## src/rtl/uart_pkt_parser.sv

```systemverilog
// rtl/uart_pkt_parser.sv - store-and-forward parser for SYNC/LEN/payload/CSUM byte packets
module uart_pkt_parser #(
  parameter logic [7:0] SYNC_BYTE   = 8'hA5,
  parameter int         MAX_LEN     = 16,
  parameter int         TIMEOUT_CYC = 50_000
) (
  input  logic       clk,
  input  logic       rst_n,
  input  logic [7:0] rx_frame,
  input  logic       rx_done,
  input  logic       frame_error,
  output logic [7:0] m_data,
  output logic       m_valid,
  input  logic       m_ready,
  output logic       m_last,
  output logic       pkt_ok,
  output logic       pkt_err,
  output logic [1:0] err_code,
  output logic       overrun
);

  localparam int LW    = $clog2(MAX_LEN + 1);
  localparam int DEPTH = 1 << LW;
  localparam int TW    = $clog2(TIMEOUT_CYC + 1);

  localparam logic [2:0] S_HUNT    = 3'd0;
  localparam logic [2:0] S_LEN     = 3'd1;
  localparam logic [2:0] S_PAYLOAD = 3'd2;
  localparam logic [2:0] S_CSUM    = 3'd3;
  localparam logic [2:0] S_OUTPUT  = 3'd4;

  logic [2:0]    state;
  logic [LW-1:0] len;
  logic [LW-1:0] idx;
  logic [LW-1:0] idx_nxt;
  logic [7:0]    csum;
  logic [TW-1:0] tcnt;
  logic [7:0]    buffer [DEPTH];
  logic          in_pkt;
  logic          timeout;

  assign idx_nxt = idx + LW'(1);
  assign in_pkt  = (state == S_LEN) || (state == S_PAYLOAD) || (state == S_CSUM);
  // A byte arriving in the same cycle always beats the timeout.
  assign timeout = in_pkt && !rx_done && (tcnt == TW'(TIMEOUT_CYC - 1));

  // Payload storage is not reset; it is only read after being fully written.
  always_ff @(posedge clk) begin
    if (state == S_PAYLOAD && rx_done && !frame_error)
      buffer[idx] <= rx_frame;
  end

  always_ff @(posedge clk or negedge rst_n) begin
    if (!rst_n) begin
      state    <= S_HUNT;
      len      <= '0;
      idx      <= '0;
      csum     <= '0;
      tcnt     <= '0;
      m_data   <= '0;
      m_valid  <= 1'b0;
      m_last   <= 1'b0;
      pkt_ok   <= 1'b0;
      pkt_err  <= 1'b0;
      err_code <= 2'd0;
      overrun  <= 1'b0;
    end else begin
      pkt_ok  <= 1'b0;
      pkt_err <= 1'b0;
      overrun <= 1'b0;

      if (in_pkt && !rx_done && !timeout)
        tcnt <= tcnt + TW'(1);
      else
        tcnt <= '0;

      if (timeout) begin
        pkt_err  <= 1'b1;
        err_code <= 2'd3;
        state    <= S_HUNT;
      end else begin
        case (state)
          S_HUNT: begin
            if (rx_done && !frame_error && rx_frame == SYNC_BYTE)
              state <= S_LEN;
          end
          S_LEN, S_PAYLOAD, S_CSUM: begin
            if (rx_done) begin
              if (frame_error) begin
                pkt_err  <= 1'b1;
                err_code <= 2'd2;
                state    <= S_HUNT;
              end else if (state == S_LEN) begin
                if (rx_frame == 8'd0 || rx_frame > 8'(MAX_LEN)) begin
                  pkt_err  <= 1'b1;
                  err_code <= 2'd1;
                  state    <= S_HUNT;
                end else begin
                  len   <= rx_frame[LW-1:0];
                  csum  <= rx_frame;
                  idx   <= '0;
                  state <= S_PAYLOAD;
                end
              end else if (state == S_PAYLOAD) begin
                csum <= csum ^ rx_frame;
                idx  <= idx_nxt;
                if (idx_nxt == len)
                  state <= S_CSUM;
              end else if (rx_frame == csum) begin
                pkt_ok  <= 1'b1;
                m_valid <= 1'b1;
                m_data  <= buffer[0];
                m_last  <= (len == LW'(1));
                idx     <= '0;
                state   <= S_OUTPUT;
              end else begin
                pkt_err  <= 1'b1;
                err_code <= 2'd0;
                state    <= S_HUNT;
              end
            end
          end
          S_OUTPUT: begin
            overrun <= rx_done;
            if (m_valid && m_ready) begin
              if (m_last) begin
                m_valid <= 1'b0;
                m_last  <= 1'b0;
                state   <= S_HUNT;
              end else begin
                idx    <= idx_nxt;
                m_data <= buffer[idx_nxt];
                m_last <= (idx_nxt == len - LW'(1));
              end
            end
          end
          default: state <= S_HUNT;
        endcase
      end
    end
  end

endmodule
```

## config.mk

```make
export PLATFORM = sky130hd
export DESIGN_NAME = uart_pkt_parser
export DESIGN_NICKNAME = d
export VERILOG_FILES = /design/src/rtl/uart_pkt_parser.sv
export SDC_FILE = /design/constraint.sdc
export NUM_CORES = 1
export LEC_CHECK = 0
export ABC_AREA = 1
export CAP_MARGIN = 20
export CORE_MARGIN = 10
export CORE_UTILIZATION = 50
export DETAILED_ROUTE_END_ITERATION = 12
export HOLD_SLACK_MARGIN = 0.02
export PLACE_DENSITY = 0.66
export SYNTH_ARGS = -nofsm -noshare
export SYNTH_HDL_FRONTEND = slang
export SYNTH_SLANG_ARGS = --single-unit
export TNS_END_PERCENT = 1
```

## constraint.sdc

```tcl
create_clock -name clk -period 3 [get_ports clk]
set_input_delay 0.3 -clock clk [delete_from_list [all_inputs] [get_ports clk]]
set_output_delay 0.3 -clock clk [all_outputs]
set_load 0.02 [all_outputs]
```

==> results of run 1 <==
-- cell usage after synthesis, drive strengths merged --
master	n
nor3	9
clkinv	2
edfxtp	256
nand3	181
o21ai	79
o31ai	1
a21boi	1
or3	1
dfrtp	52
a21oi	20
clkbuf	9
inv	141
xor2	8
a211oi	1
xnor2	2
buf	49
nor2	202
nand2	394
nand4	10
ha	7
o21a	1
or2	1
o211ai	1
nor4	3
-- logic make-up (layout without fill, tap and decap cells) --
logic type                 after synthesis  count (layout)
and+or+nand+nor                        801             801
DFF                                    308             308
adders and majority gates                7               7
buffers and inverters                  201             286
xor gates and xnor gates                10              10
AOI/OAI and AO/OA                      104             104
-- layer usage --
| metal | vias up | GRT usage, % | share of wire (%) |
|---|---|---|---|
| met4 | 0 | 6.607 | 3.1 |
| met3 | 65 | 2.964 | 7.6 |
| met1 | 4676 | 25.77 | 43 |
| met2 | 399 | 30.67 | 46 |
| met5 | - | 0 | 0 |
| li1 | 4848 | - | - |
-- through the flow --
step | instances | hold WS, ns
floorplan | 1431 | 0.004409
global placement | 1835 | 0.1812
detailed placement | 1835 | 0.1885
CTS | 1894 | 0.1377
global route | 1894 | 0.1719
finish | 1894 | 0.1571
-- flip-flops by register name (all words and copies together), names as in the netlist --
signal / count
len: 5
state: 3
idx: 5
csum: 8
m_valid: 1
m_last: 1
buffer: 256
tcnt: 16
m_data: 8
pkt_ok: 1
err_code: 2
pkt_err: 1
overrun: 1
-- cell type report --
class	count	area, um^2
fill	2363	11830
sequential	308	8992
multi-input combinational	922	4150
clock buffer	34	787.0
timing repair buffer	85	703.2
inverter	143	538.0
tap	378	473.0
clock inverter	24	234.0
-- worst max-delay path, delay by kind of cell (launching register included) --
family	cells	cell delay (ns)
buf+inv	1	0.60
fa+ha+maj	1	0.25
compound gates	1	0.06
simple gates	6	1.02
flops	1	0.50
-- final timing paths --
kind                                     from               endpoint  depth (start not counted)
max                        idx[0]$_DFFE_PN0P_  m_data[6]$_DFFE_PN0P_                          9
min                                     rst_n     tcnt[14]$_DFF_PN0_                          2
max reg2reg                idx[0]$_DFFE_PN0P_  m_data[6]$_DFFE_PN0P_                          9
min reg2reg                 tcnt[0]$_DFF_PN0_      tcnt[0]$_DFF_PN0_                          1
max in group asynchronous               rst_n    csum[7]$_DFFE_PN0P_                          3
min in group clk                  frame_error       pkt_ok$_DFF_PN0_                          2
-- power by group --
group          internal (mW)  switching, mW
combinational          0.956           2.00
clock                   2.24           1.62
sequential              4.83          0.178
total                   8.02           3.80
==> impl_metrics.py, run 1 <==
metrics = {
    "clock_tree": {
        "clk_latency_ns": 0.57,
        "htreeDepth": 1,
        "cts_tree": "yes",
        "cts_setup_buffers": 0,
        "cts_buffer_depth": 3,
        "numClockSinks": 308,
        "cts_root_buf": "clkbuf_16",
        "cts_hold_buffers": 1,
        "numCtsBuffers": 31,
        "clk_pin_slew_ns": 0.06,
        "ctsResizeCount": 0,
    },
    "floorplanning": {
        "initial_utilization_pct": 50.46,
        "die_w_um": 187.2,
        "dieArea_mm2": 0.03505,
        "io_pins": 28,
        "row_count": 61,
        "fp.coreArea_mm2": 0.02771,
        "die_h_um": 187.2,
    },
    "timing": {
        "setup_violations": 0,
        "maxSlewViolCount": 0,
        "slew_headroom_pct": 42.56,
        "clock_skew_ns": 0.01823,
        "hold_violations": 0,
        "worst_pin_slew_ns": 0.8617,
        "fin_crit_ns": 2.551,
        "rsz0062_at_grt": "no",
        "period_share_pct": 85.03,
        "fmax_mhz": 392.0,
        "layout_setup_ws_ns": 0.4491,
        "fin_setup_tns_ns": 0,
    },
    "critical_path": {
        "slowest_delay_ns": 0.60,
        "crit_type": "reg -> reg",
        "rrSetupSlack_ns": 0.45,
        "worstPathCellList": "ha_1 -> nand2_1 -> nand2_2 -> inv_2 -> nand3_1 -> nand3_1 -> nand3_1 -> nand3_1 -> a21oi_1",
        "timing.critical_path.mode_cell": "nand3_1",
        "required_ns": 3.44,
        "crit_path_start_kind": "flop",
        "cp_slowest_cell": "inv_2",
        "arrival_ns": 2.99,
        "cp_max_fo": 34,
        "worstSetupEndpointType": "flop",
    },
    "global_route": {
        "grt_remaining_overflow": 0,
        "track_usage_pct": 19.05,
        "antenna_found_initial": 0,
        "grt_start_max_net_pins": 83,
        "grt_pass1_wl_um": 53410,
        "grt_pass1_vias": 9651,
    },
    "place": {
        "place.gp.congestion": 0.8784,
        "io_buffers": 27,
        "placed_cell_area_mm2": 0.01485,
        "hpwl_um": 21450,
        "post-place-ws_ns": 0.4113,
    },
    "finish": {
        "final_nets": 1511,
        "fin_area_mm2": 0.01588,
        "antenna_cells": 0,
        "syn2layout_area_growth_pct": 13.57,
        "layout_commonest_cell": "nand2_1",
        "layout_common_cells": "387 x nand2_1, 256 x edfxtp_1, 198 x nor2_1",
        "drive_gt1_share_pct": 9.960,
        "post-route-util_pct": 57.31,
    },
    "power_and_ir_drop": {
        "finalPower_mw": 11.82,
        "ir_drop_uv": 590.1,
        "power_density_mw_per_mm2": 744.3,
        "leakagePower_nw": 6.382,
    },
    "logic_synthesis": {
        "synth.mux.area_fraction_pct": 0,
        "synth_xor_area_share_pct": 0.7338,
        "synth.largest_area_cell": "edfxtp_1",
        "syn_inst": 1431,
        "avgSynthCellArea_um2": 9.770,
        "synth_seq_cells": 308,
        "synth-simple-area-share_pct": 24.17,
        "synth_fp_nets": 1451,
        "synth-compound-area-share_pct": 4.063,
        "seq_area_frac_synth_pct": 64.29,
        "synth_top_family_by_area": "simple AND/OR/NAND/NOR gates",
        "synthAdderAreaFrac_pct": 0.6265,
        "synth_top_area_share_pct": 54.98,
        "syn_area_mm2": 0.01398,
        "yosysWarningCount": 0,
        "synth_area_leaders": "edfxtp_1 55%, nand2_1 10%, dfrtp_1 9.3%, nand3_1 6.3%, nor2_1 5.3%",
        "post_synth_num_cell_types": 41,
    },
    "min_path": {
        "hold_path.class": "in -> async",
    },
    "routing": {
        "routed_via_density": 5.273,
        "firstDrtPassIters": 5,
        "routed-via-count": 9988,
        "drcViolationCount": 0,
        "dr.first_iter.drc_count": 1004,
        "ant_nets": 0,
        "drt_wl_total_um": 33810,
        "wl_per_cell_um": 17.85,
    },
    "status": {
        "status": "finished clean",
    },
    "job": {
        "maxCapViolations": 0,
    },
}
Note: power is estimated with default switching activity, not from simulation.
==> run 2: changes to the inputs <==
CORE_UTILIZATION = 35   (was 50)
PLACE_DENSITY = not set   (was 0.66)
RECOVER_POWER = 25   (was not set)
TNS_END_PERCENT = not set   (was 1)
==> impl_metrics.py, run 2 (synthesis gave the netlist of run 1 again) <==
metrics = {
    "routing": {
        "wl_per_cell_um": 17.42,
        "ant_nets": 0,
        "dr.first_iter.drc_count": 1081,
        "routed_via_density": 4.893,
        "firstDrtPassIters": 6,
        "drcViolationCount": 0,
        "routed-via-count": 10020,
        "drt_wl_total_um": 35670,
    },
    "global_route": {
        "grt_pass1_wl_um": 56260,
        "grt_remaining_overflow": 0,
        "antenna_found_initial": 0,
        "grt_pass1_vias": 9853,
        "grt_start_max_net_pins": 115,
        "track_usage_pct": 14.95,
    },
    "finish": {
        "final_nets": 1518,
        "layout_common_cells": "387 x nand2_1, 256 x edfxtp_1, 198 x nor2_1",
        "multiInputGateArea_mm2": 0.004150,
        "layout_commonest_cell": "nand2_1",
        "post-route-util_pct": 40.62,
        "largest_reg_flops": 256,
        "top_regs": "buffer: 256 flops, tcnt: 16 flops",
        "drive_gt1_share_pct": 9.455,
        "regMostFlops": "buffer",
        "antenna_cells": 0,
        "syn2layout_area_growth_pct": 15.18,
        "regArea_mm2": 0.008992,
        "nFillCells": 3855,
    },
    "power_and_ir_drop": {
        "seqPwrFrac_pct": 42.2,
        "sw_frac_of_total_pct": 32.41,
        "ir_drop_uv": 574.6,
        "p_comb_share_pct": 25.1,
        "p_switching_mw": 3.868,
        "power_density_mw_per_mm2": 741.0,
        "p_clk_share_pct": 32.7,
        "leakagePower_nw": 6.413,
        "internal_power_mw": 8.065,
    },
    "timing": {
        "worst_pin_slew_ns": 1.981,
        "period_share_pct": 88.21,
        "fmax_mhz": 377.9,
        "hold_violations": 0,
        "fin_crit_ns": 2.646,
        "setup_violations": 0,
        "clock_skew_ns": 0.03003,
        "fin_setup_tns_ns": 0,
        "maxSlewViolCount": 65,
        "slew_headroom_pct": -32.06,
        "rsz0062_at_grt": "no",
    },
    "critical_path": {
        "worstSetupEndpointType": "flop",
        "rrSetupSlack_ns": 0.35,
        "timing.critical_path.mode_cell": "nand3_1",
        "cp_max_fo": 75,
        "r2r-end": "m_data[1]$_DFFE_PN0P_",
        "arrival_ns": 3.09,
        "required_ns": 3.44,
        "slowest_delay_ns": 0.63,
        "r2r-start": "idx[1]$_DFFE_PN0P_",
        "reg2reg_depth": 9,
        "crit_buf_inv": 2,
        "crit_path_start_kind": "flop",
        "worstPathCellList": "inv_1 -> ha_4 -> buf_4 -> nand3_1 -> nand3_1 -> nand3_1 -> nand3_1 -> nand3_1 -> a21oi_1",
        "crit_type": "reg -> reg",
        "crit_family": "simple AND/OR/NAND/NOR gates",
        "cp_slowest_cell": "buf_4",
    },
    "min_path": {
        "hold_path_depth": 1,
        "hp-start": "tcnt[0]$_DFF_PN0_",
        "hold_end": "tcnt[0]$_DFF_PN0_",
        "hold_path.class": "reg -> reg",
    },
    "clock_tree": {
        "clk_pin_slew_ns": 0.06,
        "cts_root_buf": "clkbuf_16",
        "numCtsBuffers": 34,
        "cts_setup_buffers": 0,
        "numClockSinks": 308,
        "cts_hold_buffers": 1,
        "clk_latency_ns": 0.52,
        "cts_tree": "yes",
        "htreeDepth": 2,
        "cts_buffer_depth": 3,
        "ctsResizeCount": 0,
    },
    "status": {
        "violations": "capacitance limit, slew limit",
        "status": "finished, violations left",
    },
    "place": {
        "io_buffers": 27,
        "place.gp.congestion": 0.9323,
        "hpwl_um": 22890,
    },
    "floorplanning": {
        "row_count": 73,
        "fp.coreArea_mm2": 0.03964,
        "die_h_um": 219.9,
        "initial_utilization_pct": 35.27,
        "io_pins": 28,
        "dieArea_mm2": 0.04834,
        "die_w_um": 219.9,
    },
    "job": {
        "maxCapViolations": 2,
    },
}
[run 2: cell types whose count changed in the layout (fill, tap and decap cells not counted), moves of 2 or more]
| cell | delta |
|---|---|
| buf_4 | -2 |
| bufinv_16 | -3 |
| clkbuf_1 | +15 |
| clkbuf_16 | +4 |
| clkdlybuf4s50_1 | -7 |
| clkinvlp_4 | -5 |
| dlygate4sd3_1 | +7 |
[run 2: how the worst max path moves through the flow]
| stage | slack, ns | startpoint | depth (start not counted) | end |
|---|---|---|---|---|
| 6_report | 0.35 | idx[1]$_DFFE_PN0P_ | 9 | m_data[1]$_DFFE_PN0P_ |
| 2_1_floorplan | 0.82 | idx[0]$_DFFE_PN0P_ | 14 | m_data[3]$_DFFE_PN0P_ |
| 4_1_cts | 0.44 | idx[1]$_DFFE_PN0P_ | 9 | m_data[1]$_DFFE_PN0P_ |
| 3_5_place_dp | 0.42 | idx[1]$_DFFE_PN0P_ | 9 | m_data[1]$_DFFE_PN0P_ |
| 5_1_grt | 0.18 | idx[1]$_DFFE_PN0P_ | 10 | m_data[0]$_DFFE_PN0P_ |
| 3_3_place_gp | 0.46 | frame_error | 7 | buffer[22][0]$_DFFE_PP_ |
[run 2: power by group through the flow]
| stage | clock (mW) | sequential (mW) | combinational [mW] |
|---|---|---|---|
| after floorplan | 0 | 5.14 | 2.03 |
| after global placement | 0 | 5.11 | 2.99 |
| after detailed placement | 0 | 5.10 | 3.01 |
| after CTS | 3.98 | 5.02 | 3.02 |
| after global routing | 4.16 | 5.04 | 3.38 |
| final | 3.90 | 5.03 | 3.00 |
[run 2: final cells by class]
class,instances,share of cell area (%)
inverters,143,3.349
clock inverters,12,0.6138
clock buffers,49,5.828
multi-input cells,922,25.77
repair buffers,89,4.514
flip-flops and latches,308,55.84
well taps,525,4.079
[run 2: routing by layer]
metal	track usage [%]	vias up	wire length [um]
met5	0	-	0
met1	20.54	4795	16060
met2	24.03	302	16710
li1	-	4862	-
met3	2.276	62	2038
met4	4.337	0	862
[run 2: worst register-to-register path, cell delays in order, from the launching register on]
cell and delay, ns:
dfrtp_1 0.45, inv_1 0.13, ha_4 0.32, buf_4 0.63, nand3_1 0.35, nand3_1 0.17
nand3_1 0.09, nand3_1 0.15, nand3_1 0.12, a21oi_1 0.16
[run 2: through the flow]
step           setup slack (ns)  cells  power (mW)  cell area (um^2)  hold WS [ns]
6_report                 0.3538   2048       11.93             16100        0.4604
5_1_grt                  0.1772   2048       12.59             16100        0.4876
4_1_cts                  0.4418   2048       12.02             16120        0.3036
3_5_place_dp             0.4223   1986       8.112             15070        0.3007
3_3_place_gp             0.4612   1986       8.097             15070        0.2973
2_1_floorplan            0.8199   1431       7.163             13980      0.004409
